**src/rtl/iir_pkg.sv**
```systemverilog
`default_nettype none
// ---------------------------------------------------------------------------
// iir_pkg : shared IIR definitions (sample width, feeder FSM states)
// Rev 1.0
// ---------------------------------------------------------------------------
package iir_pkg;

  localparam int IIR_DATA_WIDTH = 32;

  typedef enum logic [1:0] {
    IDLE      = 2'd0,
    ISSUE     = 2'd1,
    WAIT_DONE = 2'd2
  } feeder_state_t;

endpackage
`default_nettype wire

```
**src/rtl/sync_fifo.sv**
```systemverilog
`default_nettype none
// ---------------------------------------------------------------------------
// sync_fifo : single-clock FIFO with head-of-queue read and synchronous flush
// Rev 1.0
// ---------------------------------------------------------------------------
module sync_fifo #(
  parameter int DATA_WIDTH = 32,
  parameter int DEPTH      = 8
) (
  input  logic                       clk,
  input  logic                       rst_n,
  input  logic                       i_push,
  input  logic                       i_pop,
  input  logic                       i_flush,
  input  logic [DATA_WIDTH-1:0]      i_data,
  output logic [DATA_WIDTH-1:0]      o_head,
  output logic [$clog2(DEPTH):0]     o_count,
  output logic                       o_full,
  output logic                       o_empty
);

  localparam int AW = $clog2(DEPTH);
  localparam int CW = AW + 1;

  logic [DATA_WIDTH-1:0] r_mem [DEPTH];
  logic [AW-1:0]         r_wr_ptr;
  logic [AW-1:0]         r_rd_ptr;
  logic [CW-1:0]         r_count;
  logic                  w_push;
  logic                  w_pop;

  // Guard against overflow/underflow here so callers cannot corrupt the count.
  assign w_push  = i_push && !o_full  && !i_flush;
  assign w_pop   = i_pop  && !o_empty && !i_flush;
  assign o_full  = (r_count == CW'(DEPTH));
  assign o_empty = (r_count == '0);
  assign o_count = r_count;
  assign o_head  = r_mem[r_rd_ptr];

  always_ff @(posedge clk) begin
    if (w_push) begin
      r_mem[r_wr_ptr] <= i_data;
    end
  end

  always_ff @(posedge clk or negedge rst_n) begin
    if (!rst_n) begin
      r_wr_ptr <= '0;
      r_rd_ptr <= '0;
      r_count  <= '0;
    end else if (i_flush) begin
      r_wr_ptr <= '0;
      r_rd_ptr <= '0;
      r_count  <= '0;
    end else begin
      if (w_push) r_wr_ptr <= r_wr_ptr + AW'(1);
      if (w_pop)  r_rd_ptr <= r_rd_ptr + AW'(1);
      case ({w_push, w_pop})
        2'b10:   r_count <= r_count + CW'(1);
        2'b01:   r_count <= r_count - CW'(1);
        default: r_count <= r_count;
      endcase
    end
  end

endmodule
`default_nettype wire

```
**src/rtl/iir_sample_feeder.sv**
```systemverilog
`default_nettype none
// ---------------------------------------------------------------------------
// iir_sample_feeder : buffers stream samples and issues them one at a time to
// the IIR, waiting for done. Optional IIR_FEEDER_TIMEOUT_EN adds a done timeout.
// Rev 1.0
// ---------------------------------------------------------------------------
module iir_sample_feeder
  import iir_pkg::*;
#(
  parameter int DATA_WIDTH = IIR_DATA_WIDTH,
  parameter int DEPTH      = 8,
  parameter int TIMEOUT    = 64
) (
  input  logic                       clock,
  input  logic                       reset,
  input  logic [DATA_WIDTH-1:0]      in_data,
  input  logic                       in_valid,
  output logic                       in_ready,
  input  logic                       flush,
  input  logic                       done,
  output logic [DATA_WIDTH-1:0]      newData,
  output logic                       newDataAvailable,
  output logic [$clog2(DEPTH):0]     fill_level,
  output logic                       busy
`ifdef IIR_FEEDER_TIMEOUT_EN
  ,
  output logic                       timeout_err
`endif
);

  if ((DEPTH < 2) || ((DEPTH & (DEPTH - 1)) != 0) || (TIMEOUT < 1)) begin : g_param_check
    $error("iir_sample_feeder: DEPTH must be a power of two >= 2 and TIMEOUT >= 1");
  end

  feeder_state_t         r_state;
  feeder_state_t         w_next;
  logic                  w_load;
  logic                  w_done_eff;
  logic [DATA_WIDTH-1:0] w_head;
  logic                  w_full;
  logic                  w_empty;
  logic [DATA_WIDTH-1:0] r_new_data;
  logic                  r_nda;

  sync_fifo #(
    .DATA_WIDTH (DATA_WIDTH),
    .DEPTH      (DEPTH)
  ) u_fifo (
    .clk     (clock),
    .rst_n   (reset),
    .i_push  (in_valid && !w_full),
    .i_pop   (r_state == ISSUE),
    .i_flush (flush),
    .i_data  (in_data),
    .o_head  (w_head),
    .o_count (fill_level),
    .o_full  (w_full),
    .o_empty (w_empty)
  );

`ifdef IIR_FEEDER_TIMEOUT_EN
  localparam int TW = $clog2(TIMEOUT + 1);

  logic [TW-1:0] r_to_cnt;
  logic          r_to_err;
  logic          w_timeout;

  // Fires on the TIMEOUT-th WAIT_DONE cycle, so the forced strobe lands TIMEOUT
  // cycles after WAIT_DONE was entered.
  assign w_timeout   = (r_state == WAIT_DONE) && (r_to_cnt == TW'(TIMEOUT - 1));
  assign w_done_eff  = done || w_timeout;
  assign timeout_err = r_to_err;

  always_ff @(posedge clock or negedge reset) begin
    if (!reset) begin
      r_to_cnt <= '0;
      r_to_err <= 1'b0;
    end else if (flush) begin
      r_to_cnt <= '0;
      r_to_err <= 1'b0;
    end else begin
      if (r_state != WAIT_DONE) r_to_cnt <= '0;
      else                      r_to_cnt <= r_to_cnt + TW'(1);
      if (w_timeout && !done)   r_to_err <= 1'b1;
    end
  end
`else
  assign w_done_eff = done;
`endif

  always_comb begin
    w_next = r_state;
    w_load = 1'b0;
    case (r_state)
      IDLE: begin
        if (!w_empty) begin
          w_next = ISSUE;
          w_load = 1'b1;
        end
      end
      ISSUE: begin
        w_next = WAIT_DONE;
      end
      WAIT_DONE: begin
        if (w_done_eff) begin
          if (!w_empty) begin
            w_next = ISSUE;
            w_load = 1'b1;
          end else begin
            w_next = IDLE;
          end
        end
      end
      default: begin
        w_next = IDLE;
      end
    endcase
    if (flush) begin
      w_next = IDLE;
      w_load = 1'b0;
    end
  end

  always_ff @(posedge clock or negedge reset) begin
    if (!reset) begin
      r_state    <= IDLE;
      r_nda      <= 1'b0;
      r_new_data <= '0;
    end else begin
      r_state <= w_next;
      r_nda   <= (w_next == ISSUE);
      if (w_load) r_new_data <= w_head;
    end
  end

  assign in_ready         = !w_full;
  assign newData          = r_new_data;
  assign newDataAvailable = r_nda;
  assign busy             = (r_state != IDLE);

endmodule
`default_nettype wire
```
**config.mk**
```make
export PLATFORM = sky130hd
export DESIGN_NAME = iir_sample_feeder
export DESIGN_NICKNAME = d
export VERILOG_FILES = /design/src/rtl/iir_pkg.sv /design/src/rtl/sync_fifo.sv /design/src/rtl/iir_sample_feeder.sv
export SDC_FILE = /design/constraint.sdc
export NUM_CORES = 1
export LEC_CHECK = 0
export ABC_AREA = 1
export CORE_UTILIZATION = 40
export CTS_BUF_LIST = sky130_fd_sc_hd__clkbuf_8
export CTS_CLUSTER_DIAMETER = 80
export CTS_CLUSTER_SIZE = 16
export DETAILED_ROUTE_END_ITERATION = 6
export GPL_TIMING_DRIVEN = 0
export PLACE_DENSITY_LB_ADDON = 0.3
export SLEW_MARGIN = 20
export SYNTH_ARGS = -nofsm -noshare
export SYNTH_HDL_FRONTEND = slang
export SYNTH_HIERARCHICAL = 1
export SYNTH_SLANG_ARGS = --single-unit
```
**constraint.sdc**
```tcl
create_clock -name clock -period 6.07 [get_ports clock]
set_input_delay 0.607 -clock clock [delete_from_list [all_inputs] [get_ports clock]]
set_output_delay 0.607 -clock clock [all_outputs]
set_load 0.05 [all_outputs]
```
==> results.toml, run 1 <==
[drt]
drt_wl_total_um = 28440
routed_via_density = 5.284
dr.pass1.iters = 5
vias = 7508
drc = 0
drt-wirelength-per-cell_um = 20.01
ant_nets = 0
drt_iter0_markers = 483

[floorplanning]
start_util = 0.4061
die_w_um = 175.5
pin_count = 76
core_um2 = 29640
fp.dieH_um = 175.5
die-area_um2 = 30790
rows = 63

[power]
power.density_nw_per_um2 = 378.5
pwr-share-clk = 0.187
power_mw = 5.291
p_int_mw = 3.368
vdd.ir_drop.worst_mv = 0.2304
seqPwrFrac = 0.475
power_switching_mw = 1.923
combPwrFrac = 0.338
leakagePower_nw = 4.939
switching_share = 0.3634

[setup_path]
end_kind = "primary output"
cp-start-kind = "flip-flop"
required_ps = 5460
worstSetupPathType = "reg2out"
crit_arrival_ps = 2130
worstPathMaxFanout = 5

[place]
port_buffers = 75
gp_congestion = 0.8072
dp_hpwl_um = 18610

[final_layout]
n_antenna_cell = 0
syn_to_final_growth_pct = 16.13
layout.nets = 1057
drive_gt1_frac = 0.07371

[logic_synthesis]
syn_nets = 948
synthCells = 906
synthSimpleGateAreaFrac = 0.1088
muxShareOfSynthArea = 0.05322
synth.distinct_cells = 31
synth-compound-area-share = 0.06549
syn_avg_cell_area_um2 = 13.29
synth_top_family_by_area = "simple AND/OR/NAND/NOR gates"
synth-seq-area-share = 0.7322
synth-xor-area-share = 0.0007277
ys_ff_latch = 301
yosysWarnings = 6
synth_fa_ha_area_frac = 0.005821
syn_area_um2 = 12040

[clock_network]
cts_hold_buffers = 0
tritoncts = "yes"
clk_latency_ps = 560
cts_max_path_buffers = 3
post-cts-setup-buffers = 0
cts_resized = 0
cts_made_buffers = 22
cts_root_buf = "clkbuf_8"
clk_pin_slew_worst_paths_ps = 120
clock_sinks = 301
htreeDepth = 1

[timing]
slew_violations = 0
fmax_mhz = 365.8
setup_tns_ps = 0
period_minus_slack_ps = 2734
rsz0062_at_grt = "false"
worstMarginPinSlew_ps = 760.7
relSlewSlack = 0.4929
fin_crit_sh = 0.4503
hold_violations = 0
setup_viol = 0
fin_skew_ps = 20.77

[flow_run]
maxCapViolations = 0

[grt]
grt_pass1_vias = 7349
grt_pass1_wl_um = 43210
grt.overflow.total = 0
grt_max_degree = 46
antenna_found_initial = 0
track_usage = 0.1862

[hold_path]
hold_class = "in2async"

[run_status]
status = "completed"
state kept, by name, indices dropped and copies added (netlist names):
| register | cells |
|---|---|
| u_fifo/r_mem | 256 |
| newData | 32 |
| u_fifo/o_count | 4 |
| u_fifo/r_rd_ptr | 3 |
| u_fifo/r_wr_ptr | 3 |
| r_state | 2 |
| newDataAvailable | 1 |
power groups by stage:
stage | combinational (mW) | clock (mW) | sequential [mW]
2_1_floorplan | 0.772 | 0 | 2.95
3_3_place_gp | 1.74 | 0 | 2.56
3_5_place_dp | 1.79 | 0 | 2.56
4_1_cts | 1.79 | 1.02 | 2.52
5_1_grt | 1.92 | 1.09 | 2.53
6_report | 1.79 | 0.991 | 2.51
routing by layer:
layer / vias up / global-route usage / part of all wire
li1: 3510 / - / -
met3: 39 / 0.02381 / 0.057
met1: 3705 / 0.2650 / 0.45
met5: - / 0 / 0
met2: 254 / 0.3049 / 0.47
met4: 0 / 0.04384 / 0.019
final cells by class:
| type | count | area (um^2) |
|---|---|---|
| fillers | 2691 | 15660 |
| plain buffers | 54 | 319.1 |
| clock buffers | 24 | 330.3 |
| clock inverters | 16 | 60.06 |
| multi-input cells | 528 | 2878 |
| repair buffers | 85 | 1003 |
| well taps | 390 | 488.0 |
| flip-flops and latches | 301 | 8813 |
| inverters | 23 | 86.33 |
critical path, stage by stage, from the launching register on:
cell and delay, ps:
dfrtp_1 450, inv_1 90, nor2_1 50, nand2_1 90, inv_1 60, inv_1 50
clkdlybuf4s50_1 780
path summary, 6_finish.rpt:
path | startpoint | endpoint | slack, ps | depth (start not counted)
max | u_fifo/o_count[3] | in_ready | 3340 | 6
min | reset | newData[18] | 70 | 1
max reg2reg | u_fifo/o_count[3] | u_fifo/r_mem[4][31] | 3370 | 10
min reg2reg | newData[31] | newData[31] | 480 | 2
max in group asynchronous | reset | newData[29] | 5530 | 1
min in group clock | newData[31] | newData[31] | 480 | 2
stage by stage:
stage / cells / hold WS [ps] / setup slack (ps) / utilization / cell area, um^2
floorplan: 906 / 311.4 / 2798 / - / 12040
global placement: 1371 / 455.1 / 1204 / 0.4479 / 13280
detailed placement: 1381 / 458.2 / 3063 / 0.4585 / 13590
CTS: 1421 / 81.16 / 3306 / 0.4716 / 13980
global route: 1421 / 100.8 / 3156 / 0.4716 / 13980
finish: 1421 / 71.07 / 3336 / 0.4716 / 13980
synthesized netlist by cell type, drive strengths merged:
library cell / count / share of area
ha: 4 / 0.0042
nand2: 199 / 0.062
buf: 27 / 0.018
clkbuf: 27 / 0.0087
fa: 1 / 0.0017
o21ai: 69 / 0.029
a21boi: 1 / 0.00062
inv: 22 / 0.0069
nor2: 79 / 0.025
mux2i: 64 / 0.053
a21oi: 4 / 0.0017
nand3: 7 / 0.0040
edfxtp: 256 / 0.64
xnor2: 1 / 0.00073
dfrtp: 45 / 0.094
o22ai: 64 / 0.033
clkinv: 1 / 0.00031
nand4: 33 / 0.017
o21a: 2 / 0.0012
logic make-up (layout without fill, tap and decap cells):
group | count (synthesis) | in the layout
muxes | 64 | 64
buffers and inverters | 77 | 202
and+or+nand+nor | 318 | 318
adders and majority gates | 5 | 5
DFF | 301 | 301
AOI/OAI and AO/OA | 140 | 140
xor gates and xnor gates | 1 | 1
cells in the final DEF, fill, tap and decap left out, drive strengths merged, types with 2 or more instances in the layout:
cell / netlist / routed
ha: 4 / 4
o21ai: 69 / 69
o21a: 2 / 2
nand3: 7 / 7
clkdlybuf4s50: 0 / 74
nor2: 79 / 79
inv: 22 / 38
a21oi: 4 / 4
edfxtp: 256 / 256
buf: 27 / 38
dfrtp: 45 / 45
o22ai: 64 / 64
clkbuf: 27 / 51
mux2i: 64 / 64
nand2: 199 / 199
nand4: 33 / 33
Note: power is estimated with default switching activity, not from simulation.
==> run 2: changes to the inputs <==
==> constraint.sdc (replaced) <==
create_clock -name clock -period 2.22 [get_ports clock]
set_input_delay 0.222 -clock clock [delete_from_list [all_inputs] [get_ports clock]]
set_output_delay 0.222 -clock clock [all_outputs]
set_load 0.05 [all_outputs]
==> results.toml, run 2 (same netlist as run 1, synthesis figures left out) <==
[timing]
period_minus_slack_ps = 2126
fin_crit_sh = 0.9576
setup_viol = 0
slew_violations = 0
relSlewSlack = 0.5116
worstMarginPinSlew_ps = 732.6
fmax_mhz = 470.4
hold_violations = 0
fin_skew_ps = 20.02

[setup_path]
timing.rr.start = "u_fifo/o_count[3]"
cp-start-kind = "flip-flop"
required_ps = 2000
end_kind = "primary output"
worstPathMaxFanout = 3
crit_arrival_ps = 1900
critPathLaunch = "r_state[0]"
worstSetupPathType = "reg2out"

[power]
leakagePower_nw = 5.061
power.density_nw_per_um2 = 1019
vdd.ir_drop.worst_mv = 0.4280
power_mw = 14.55

[clock_network]
tritoncts = "yes"
cts_made_buffers = 22
clk_latency_ps = 550
htreeDepth = 1
clock_sinks = 301
cts_root_buf = "clkbuf_8"
clk_pin_slew_worst_paths_ps = 100
cts_max_path_buffers = 3

[final_layout]
final-seq-area_um2 = 8818
fin_cells = 1447
syn_to_final_growth_pct = 18.63
final.fill_count = 2656
largest_reg_flops = 256
drive_gt1_frac = 0.1080
layout_commonest_cell = "edfxtp_1"
multiInputGateArea_um2 = 2983
final_util = 0.4818
final_cell_mix = "edfxtp_1 (256), nand2_1 (194), clkdlybuf4s50_1 (73), o21ai_0 (67), nor2_1 (66)"
layout.nets = 1082
regMostFlops = "u_fifo/r_mem"

[drt]
ant_nets = 0
dr.pass1.iters = 5
drt_iter0_markers = 701
drt_wl_total_um = 29570
vias = 7616
routed_via_density = 5.263
drc = 0
drt-wirelength-per-cell_um = 20.43

[place]
gp_congestion = 0.7854
placed_cells = 1375
port_buffers = 75
dp_hpwl_um = 17860

[grt]
antenna_found_initial = 1
grt.overflow.total = 0
grt_pass1_vias = 7473
track_usage = 0.1937
grt_max_degree = 46
grt_pass1_wl_um = 44560

[floorplanning]
pin_count = 76
fp.dieH_um = 175.5
die_w_um = 175.5
rows = 63
die-area_um2 = 30790
core_um2 = 29640
start_util = 0.4061

[flow_run]
maxCapViolations = 0

[run_status]
status = "completed"

[hold_path]
hold_class = "in2async"
run 2: cell count changes in the layout (fill, tap and decap cells not counted), moves of 3 or more:
cell,previous run,this run
buf_16,8,4
dfrtp_2,0,4
nand2_1,198,194
buf_4,9,24
nor2_4,9,16
nor2_1,69,66
nand2_4,0,3
dfrtp_1,45,41
buf_12,2,12
run 2: per-stage QoR:
| stage | TNS [ps] | hold slack (ps) | setup slack [ps] | instance area, um^2 |
|---|---|---|---|---|
| 2_1_floorplan | 0 | -73.59 | 6.198 | 12130 |
| 3_3_place_gp | -120410 | 455.8 | -798.0 | 13370 |
| 3_5_place_dp | -63400 | 296.7 | -388.5 | 13480 |
| 4_1_cts | 0 | 246.3 | 5.649 | 14210 |
| 5_1_grt | -2.474 | 275.0 | -2.474 | 14280 |
| 6_report | 0 | 223.9 | 94.19 | 14280 |
run 2: critical path, stage by stage (launching register included):
cell and delay (ps):
dfrtp_1 430, inv_1 80, nand2_1 70, clkdlybuf4s50_1 790
run 2: final cells by class:
cell class | count | area share
diodes | 1 | 0.0001753
plain buffers | 54 | 0.02234
clock buffers | 23 | 0.02217
clock inverters | 17 | 0.004557
inverters | 23 | 0.006046
multi-input cells | 532 | 0.2089
flip-flops and latches | 301 | 0.6176
well taps | 390 | 0.03417
repair buffers | 106 | 0.08403
run 2: what timing repair did:
action                                 4_1_cts  5_1_grt
setup buffers                               21        5
setup endpoints to repair                  258        2
endpoints found under the hold margin       45        0
cloned                                       4        0
resized for setup                            6        6
hold buffers                                 1        0
pin swaps                                   12        3
run 2: final timing paths:
| kind | cells past startpoint | slack, ps | to |
|---|---|---|---|
| worst max-delay path | 3 | 90 | busy |
| worst min register to register | 2 | 480 | newData[3] |
| worst min-delay path | 2 | 220 | newData[14] |
| worst max register to register | 10 | 110 | u_fifo/r_mem[2][14] |
| max in group asynchronous | 2 | 1510 | u_fifo/o_count[1] |
| min in group clock | 4 | 330 | r_state[1] |
run 2: power by group:
part           total, mW  switching, mW  internal (mW)
sequential          6.89          0.263           6.62
combinational       4.99           3.34           1.65
clock               2.68           1.70          0.971
run 2: routing by layer:
layer	part of all wire	track usage	wire (um)
met2	0.46	0.3128	13500
met3	0.076	0.02619	2245
met4	0.014	0.04130	422
met1	0.45	0.2800	13390
met5	0	0	0
